**src/rtl/matrix_scan_pkg.sv**
```systemverilog
// Shared constants, state encoding and code helpers for the 7x5 LED matrix scanner.
package matrix_scan_pkg;

    localparam int N_ROWS = 7;
    localparam int N_COLS = 5;
    localparam int N_PIX  = 35;

    typedef enum logic [1:0] {
        IDLE  = 2'd0,
        BLANK = 2'd1,
        DRIVE = 2'd2
    } state_e;

    // Demux select codes are 1-based; the all-zero code selects nothing.
    function automatic logic [2:0] sel_code(input logic [2:0] index);
        return index + 3'd1;
    endfunction

    function automatic logic [15:0] bright_threshold(input logic [3:0] bright,
                                                     input logic [15:0] dwell);
        logic [20:0] prod;
        prod = (21'(bright) + 21'd1) * 21'(dwell);
        return 16'(prod >> 4);
    endfunction

endpackage

```
**src/rtl/matrix_scan_controller_scan_dwell_timer.sv**
```systemverilog
// Per-pixel dwell counter: cleared by load, advanced by run, flags the final dwell cycle.
module scan_dwell_timer #(
    parameter int unsigned DWELL_CYCLES = 1000
) (
    input  logic        clk_i,
    input  logic        rst_i,
    input  logic        load_i,
    input  logic        run_i,
    output logic [15:0] count_o,
    output logic        last_o
);

    logic [15:0] count_q, count_d;

    // NOTE: every signal assigned in always_comb gets a default first, so no path can infer a latch.
    always_comb begin
        count_d = count_q;
        if (load_i) begin
            count_d = '0;
        end else if (run_i) begin
            count_d = count_q + 16'd1;
        end
    end

    // NOTE: sequential state is updated with non-blocking assignments only.
    always_ff @(posedge clk_i) begin
        if (rst_i) begin
            count_q <= '0;
        end else begin
            count_q <= count_d;
        end
    end

    assign count_o = count_q;
    assign last_o  = (count_q == 16'(DWELL_CYCLES - 1));

endmodule

```
**src/rtl/matrix_scan_controller.sv**
```systemverilog
// Row-major scan sequencer for the 7x5 LED demux with a double-buffered frame.
// Define MATRIX_SCAN_BRIGHTNESS_EN to add the BRIGHT[3:0] on-time control input.
module matrix_scan_controller
    import matrix_scan_pkg::*;
#(
    parameter int unsigned DWELL_CYCLES = 1000
) (
    input  logic        CLK,
    input  logic        RST,
`ifdef MATRIX_SCAN_BRIGHTNESS_EN
    input  logic [3:0]  BRIGHT,
`endif
    input  logic        ENABLE,
    input  logic        LOAD_VALID,
    input  logic [34:0] LOAD_DATA,
    output logic        LOAD_READY,
    output logic        IPT,
    output logic        SEL0,
    output logic        SEL1,
    output logic        SEL2,
    output logic        SEL3,
    output logic        SEL4,
    output logic        SEL5,
    output logic        FRAME_DONE
);

    state_e      state_q, state_d;
    logic [5:0]  idx_q, idx_d;
    logic [2:0]  row_q, row_d, col_q, col_d;
    logic [34:0] active_q, active_d, shadow_q, shadow_d;
    logic        shadow_full_q, shadow_full_d;
    logic        ipt_q, ipt_d, frame_done_q, frame_done_d;
    logic [5:0]  sel_q, sel_d;
    logic        timer_load, timer_run, timer_last, boundary;
    logic [15:0] dwell_count, on_threshold;

    scan_dwell_timer #(.DWELL_CYCLES(DWELL_CYCLES)) u_timer (
        .clk_i   (CLK),
        .rst_i   (RST),
        .load_i  (timer_load),
        .run_i   (timer_run),
        .count_o (dwell_count),
        .last_o  (timer_last)
    );

`ifdef MATRIX_SCAN_BRIGHTNESS_EN
    logic [3:0] bright_q, bright_d;
    assign on_threshold = bright_threshold(bright_q, 16'(DWELL_CYCLES));
`else
    assign on_threshold = 16'(DWELL_CYCLES);
`endif

    always_comb begin
        state_d       = state_q;
        idx_d         = idx_q;
        row_d         = row_q;
        col_d         = col_q;
        active_d      = active_q;
        shadow_d      = shadow_q;
        shadow_full_d = shadow_full_q;
        timer_load    = 1'b0;
        timer_run     = 1'b0;
        boundary      = 1'b0;
`ifdef MATRIX_SCAN_BRIGHTNESS_EN
        bright_d      = bright_q;
`endif
        // A load needs an empty shadow and a swap needs a full one, so they never collide.
        if (LOAD_VALID && !shadow_full_q) begin
            shadow_d      = LOAD_DATA;
            shadow_full_d = 1'b1;
        end
        case (state_q)
            IDLE: begin
                if (shadow_full_q) begin
                    active_d      = shadow_q;
                    shadow_full_d = 1'b0;
                end
                if (ENABLE) begin
                    state_d = BLANK;
`ifdef MATRIX_SCAN_BRIGHTNESS_EN
                    bright_d = BRIGHT;
`endif
                end
            end
            BLANK, DRIVE: begin
                if (!ENABLE) begin
                    state_d = IDLE;
                    idx_d   = '0;
                    row_d   = '0;
                    col_d   = '0;
                end else if (state_q == BLANK) begin
                    state_d    = DRIVE;
                    timer_load = 1'b1;
                end else begin
                    timer_run = 1'b1;
                    if (timer_last) begin
                        state_d = BLANK;
                        if (idx_q == 6'(N_PIX - 1)) begin
                            boundary = 1'b1;
                            idx_d    = '0;
                            row_d    = '0;
                            col_d    = '0;
`ifdef MATRIX_SCAN_BRIGHTNESS_EN
                            bright_d = BRIGHT;
`endif
                            if (shadow_full_q) begin
                                active_d      = shadow_q;
                                shadow_full_d = 1'b0;
                            end
                        end else begin
                            idx_d = idx_q + 6'd1;
                            if (col_q == 3'(N_COLS - 1)) begin
                                col_d = '0;
                                row_d = row_q + 3'd1;
                            end else begin
                                col_d = col_q + 3'd1;
                            end
                        end
                    end
                end
            end
            default: state_d = IDLE;
        endcase
    end

    // Outputs are a registered view of the current state, so pins lag the FSM by one cycle.
    always_comb begin
        sel_d        = '0;
        ipt_d        = 1'b0;
        frame_done_d = boundary;
        if (state_q == BLANK || state_q == DRIVE) begin
            sel_d = {sel_code(col_q), sel_code(row_q)};
        end
        if (state_q == DRIVE) begin
            ipt_d = active_q[idx_q] && (dwell_count < on_threshold);
        end
    end

    always_ff @(posedge CLK) begin
        if (RST) begin
            state_q       <= IDLE;
            idx_q         <= '0;
            row_q         <= '0;
            col_q         <= '0;
            // NOTE: the frame buffers are plain registers and are cleared so a reset frame is dark.
            active_q      <= '0;
            shadow_q      <= '0;
            shadow_full_q <= 1'b0;
            ipt_q         <= 1'b0;
            sel_q         <= '0;
            frame_done_q  <= 1'b0;
`ifdef MATRIX_SCAN_BRIGHTNESS_EN
            bright_q      <= '0;
`endif
        end else begin
            state_q       <= state_d;
            idx_q         <= idx_d;
            row_q         <= row_d;
            col_q         <= col_d;
            active_q      <= active_d;
            shadow_q      <= shadow_d;
            shadow_full_q <= shadow_full_d;
            ipt_q         <= ipt_d;
            sel_q         <= sel_d;
            frame_done_q  <= frame_done_d;
`ifdef MATRIX_SCAN_BRIGHTNESS_EN
            bright_q      <= bright_d;
`endif
        end
    end

    assign LOAD_READY = ~shadow_full_q;
    assign IPT        = ipt_q;
    assign FRAME_DONE = frame_done_q;
    assign {SEL0, SEL1, SEL2, SEL3, SEL4, SEL5} = sel_q;

endmodule

```
**config.mk**
```make
export PLATFORM = sky130hd
export DESIGN_NAME = matrix_scan_controller
export DESIGN_NICKNAME = d
export VERILOG_FILES = /design/src/rtl/matrix_scan_pkg.sv /design/src/rtl/matrix_scan_controller_scan_dwell_timer.sv /design/src/rtl/matrix_scan_controller.sv
export SDC_FILE = /design/constraint.sdc
export NUM_CORES = 1
export LEC_CHECK = 0
export ABC_CLOCK_PERIOD_IN_PS = 2100
export BUFFER_PORTS_ARGS = -buffer_cell sky130_fd_sc_hd__buf_2
export CORE_MARGIN = 5
export CORE_UTILIZATION = 50
export CTS_BUF_LIST = sky130_fd_sc_hd__clkbuf_8
export CTS_CLUSTER_DIAMETER = 120
export CTS_CLUSTER_SIZE = 25
export DETAILED_ROUTE_END_ITERATION = 8
export PLACE_DENSITY_LB_ADDON = 0.2
export SKIP_CTS_REPAIR_TIMING = 1
export SLEW_MARGIN = 25
export SYNTH_ARGS = -nofsm -noshare
export SYNTH_HDL_FRONTEND = slang
export SYNTH_SLANG_ARGS = --single-unit
```
**constraint.sdc**
```tcl
create_clock -name CLK -period 2.1 [get_ports CLK]
set_input_delay 0.21 -clock CLK [delete_from_list [all_inputs] [get_ports CLK]]
set_output_delay 0.21 -clock CLK [all_outputs]
set_load 0.005 [all_outputs]
```
==> results.toml <==
[finish]
final_common_cell = "dfxtp_1"
layout-drive-gt1-share_pct = 18.8
final_cell_mix = "dfxtp_1 (106), nand2_1 (83), nor2_1 (66)"
antennaDiodeCount = 0
num-nets-final = 620
fillers = 834
fin_cells = 687
postLayoutCellArea_um2 = 5390
syn2layout_area_growth_pct = 14.6

[route]
dr.pass1.iters = 4
routed_wirelength_um = 9420
routedWlPerCell_um = 13.7
drtAntennaViolNets = 0
via_count = 3630
route.detailed.drc = 0
drt_iter0_drc = 152
vias_per_cell = 5.28

[global_routing]
grt_pass1_vias = 3424
grt-ovfl-total = 0
grt_start_max_net_pins = 41
antenna_found_initial = 0
grt.total_usage_pct = 16.4
grt_pass1_wl_um = 15600

[setup_path]
startpoint = "state_q[0]"
critPathKind = "reg2reg"
cp-end-kind = "register"
cp.arrival_ps = 2220
r2r-start = "state_q[0]"
start_kind = "register"
worstReg2RegEnd = "active_q[21]"
crit_fanout = 8
r2r_cells = 9
ff2ff_setup_slack_ps = 120
crit_required_ps = 2350

[logic_synthesis]
synthFlopType = "dfxtp_1"
yosys_warnings = 0
syn_inst = 522
synth_edf_count = 0
ys_async_sr_fraction_pct = 0
syn_avg_cell_area_um2 = 9.00
ys_types = 54
synth_area_um2 = 4700
seq_area_frac_synth_pct = 46.4
ys_seq_elements = 109
syn_nets = 571

[clock_network]
clock_sinks = 109
insertion_delay_ps = 370
cts_tree = "yes"
clk_pin_slew_ps = 110
cts_buffer_depth = 2
htree_levels = 3
cts_buffers = 9
cts.root.buffer_cell = "clkbuf_8"

[hold_path]
hold_end = "shadow_q[10]"
whs_path_depth = 3
hp-start = "LOAD_DATA[10]"
hold_path_class = "in2reg"

[timing]
tightest_slew_ps = 512
period_share_pct = 94.1
timing.slew.headroom_pct = 65.9
skew_ps = 16.6
report.final.slew_viol_count = 0
fmax_mhz = 506
fin_ws_ps = 124
rsz0062_at_grt = "yes"
period_minus_slack_ps = 1980
finalSetupViolCount = 0
finalHoldViolCount = 0

[floorplanning]
rows = 35
num_io_pins = 48
core-area_um2 = 9200
initial_core_util_pct = 51.1
die_w_um = 107
die_y_um = 107
dieArea_um2 = 11400

[placement]
place_congestion = 0.840
numPortBuffers = 47
place_ws_ps = 27.7
place_inst = 667
dpl_cell_area_um2 = 5100
dp_hpwl_um = 6360

[power_and_ir_drop]
power_density_nw_per_um2 = 831
total_power_mw = 4.48
ir_drop_uv = 510
leakage_nw = 2.03

[run]
maxCapViolations = 0

[status]
outcome = "finished, final reports clean"
==> layer usage <==
| layer | up-vias | wire length, um | GRT usage [%] |
|---|---|---|---|
| met5 | - | 0 | 0 |
| met4 | 0 | 59 | 4.11 |
| met3 | 6 | 327 | 3.37 |
| met2 | 56 | 4510 | 28.0 |
| met1 | 1682 | 4530 | 21.4 |
| li1 | 1886 | - | - |
==> critical path, cell delays in order (launching register included) <==
cell,delay [ps]
dfxtp_2,370
inv_2,60
ha_4,270
and3b_1,190
nand4_1,150
o31ai_4,210
buf_6,170
buf_6,170
mux2i_1,200
nor2_1,60
==> power breakdown <==
group          total, mW  leakage [nW]  internal, mW  switching [mW]
Sequential          2.29         0.887          2.20          0.0861
Combinational      0.956          1.04         0.424           0.531
Clock               1.24        0.0997         0.497           0.739
Total               4.48          2.03          3.12            1.36
==> stage by stage <==
step           hold slack, ps  setup TNS [ps]  utilization (%)
2_1_floorplan             346               0                -
3_3_place_gp              434               0             55.5
3_5_place_dp              450               0             55.5
4_1_cts                  47.8               0             57.6
5_1_grt                  34.6           -24.3             58.6
6_report                 61.8               0             58.6
==> cells in the mapped netlist (all sizes together) (5+ instances only) <==
library cell | instances | area, um^2
o31ai | 7 | 52.6
nor3 | 5 | 25.0
ha | 10 | 125
mux4 | 6 | 135
o21ai | 8 | 43.8
inv | 16 | 60.1
buf | 13 | 83.8
nand3 | 11 | 55.1
mux2i | 42 | 420
clkbuf | 18 | 67.6
dfxtp | 109 | 2180
a21oi | 51 | 255
xnor2 | 12 | 105
nand4 | 8 | 65.1
nand2 | 83 | 312
nor2 | 66 | 248
==> state kept, by name, indices dropped and copies added, names as in the netlist <==
signal	cells
col_q	3
row_q	3
shadow_q	35
FRAME_DONE	1
idx_q	6
u_timer.count_o	16
sel_q	6
active_q	35
state_q	2
shadow_full_q	1
IPT	1
==> kinds of logic (layout without fill, tap and decap cells) <==
| group | count (synthesis) | after routing | share of synthesized area [%] |
|---|---|---|---|
| adder cells (fa/ha/maj) | 10 | 10 | 2.66 |
| buffers and inverters | 48 | 102 | 4.58 |
| flip-flops | 109 | 109 | 46.4 |
| multiplexers | 50 | 50 | 12.3 |
| XOR/XNOR | 15 | 15 | 2.80 |
| AO/OA/AOI/OAI | 83 | 83 | 10.5 |
| AND/OR/NAND/NOR | 207 | 207 | 20.7 |
==> how the worst max path moves through the flow <==
stage                     slack (ps)            to  depth (start not counted)
after floorplan                    2   active_q[0]                         11
after global placement           100  active_q[21]                          8
after detailed placement          30  active_q[22]                          8
after CTS                          5  active_q[22]                          8
after global routing             -10  active_q[23]                          9
final                            120  active_q[21]                          9
==> area by class of cell <==
class | instances | area [um^2] | share of cell area, %
multi-input cells | 365 | 2340 | 43.5
flip-flops and latches | 109 | 2190 | 40.6
repair buffers | 69 | 455 | 8.46
well taps | 111 | 139 | 2.58
clock buffers | 10 | 138 | 2.56
clock inverters | 6 | 63.8 | 1.18
inverters | 17 | 63.8 | 1.18
(Power assumes the default switching activity.)
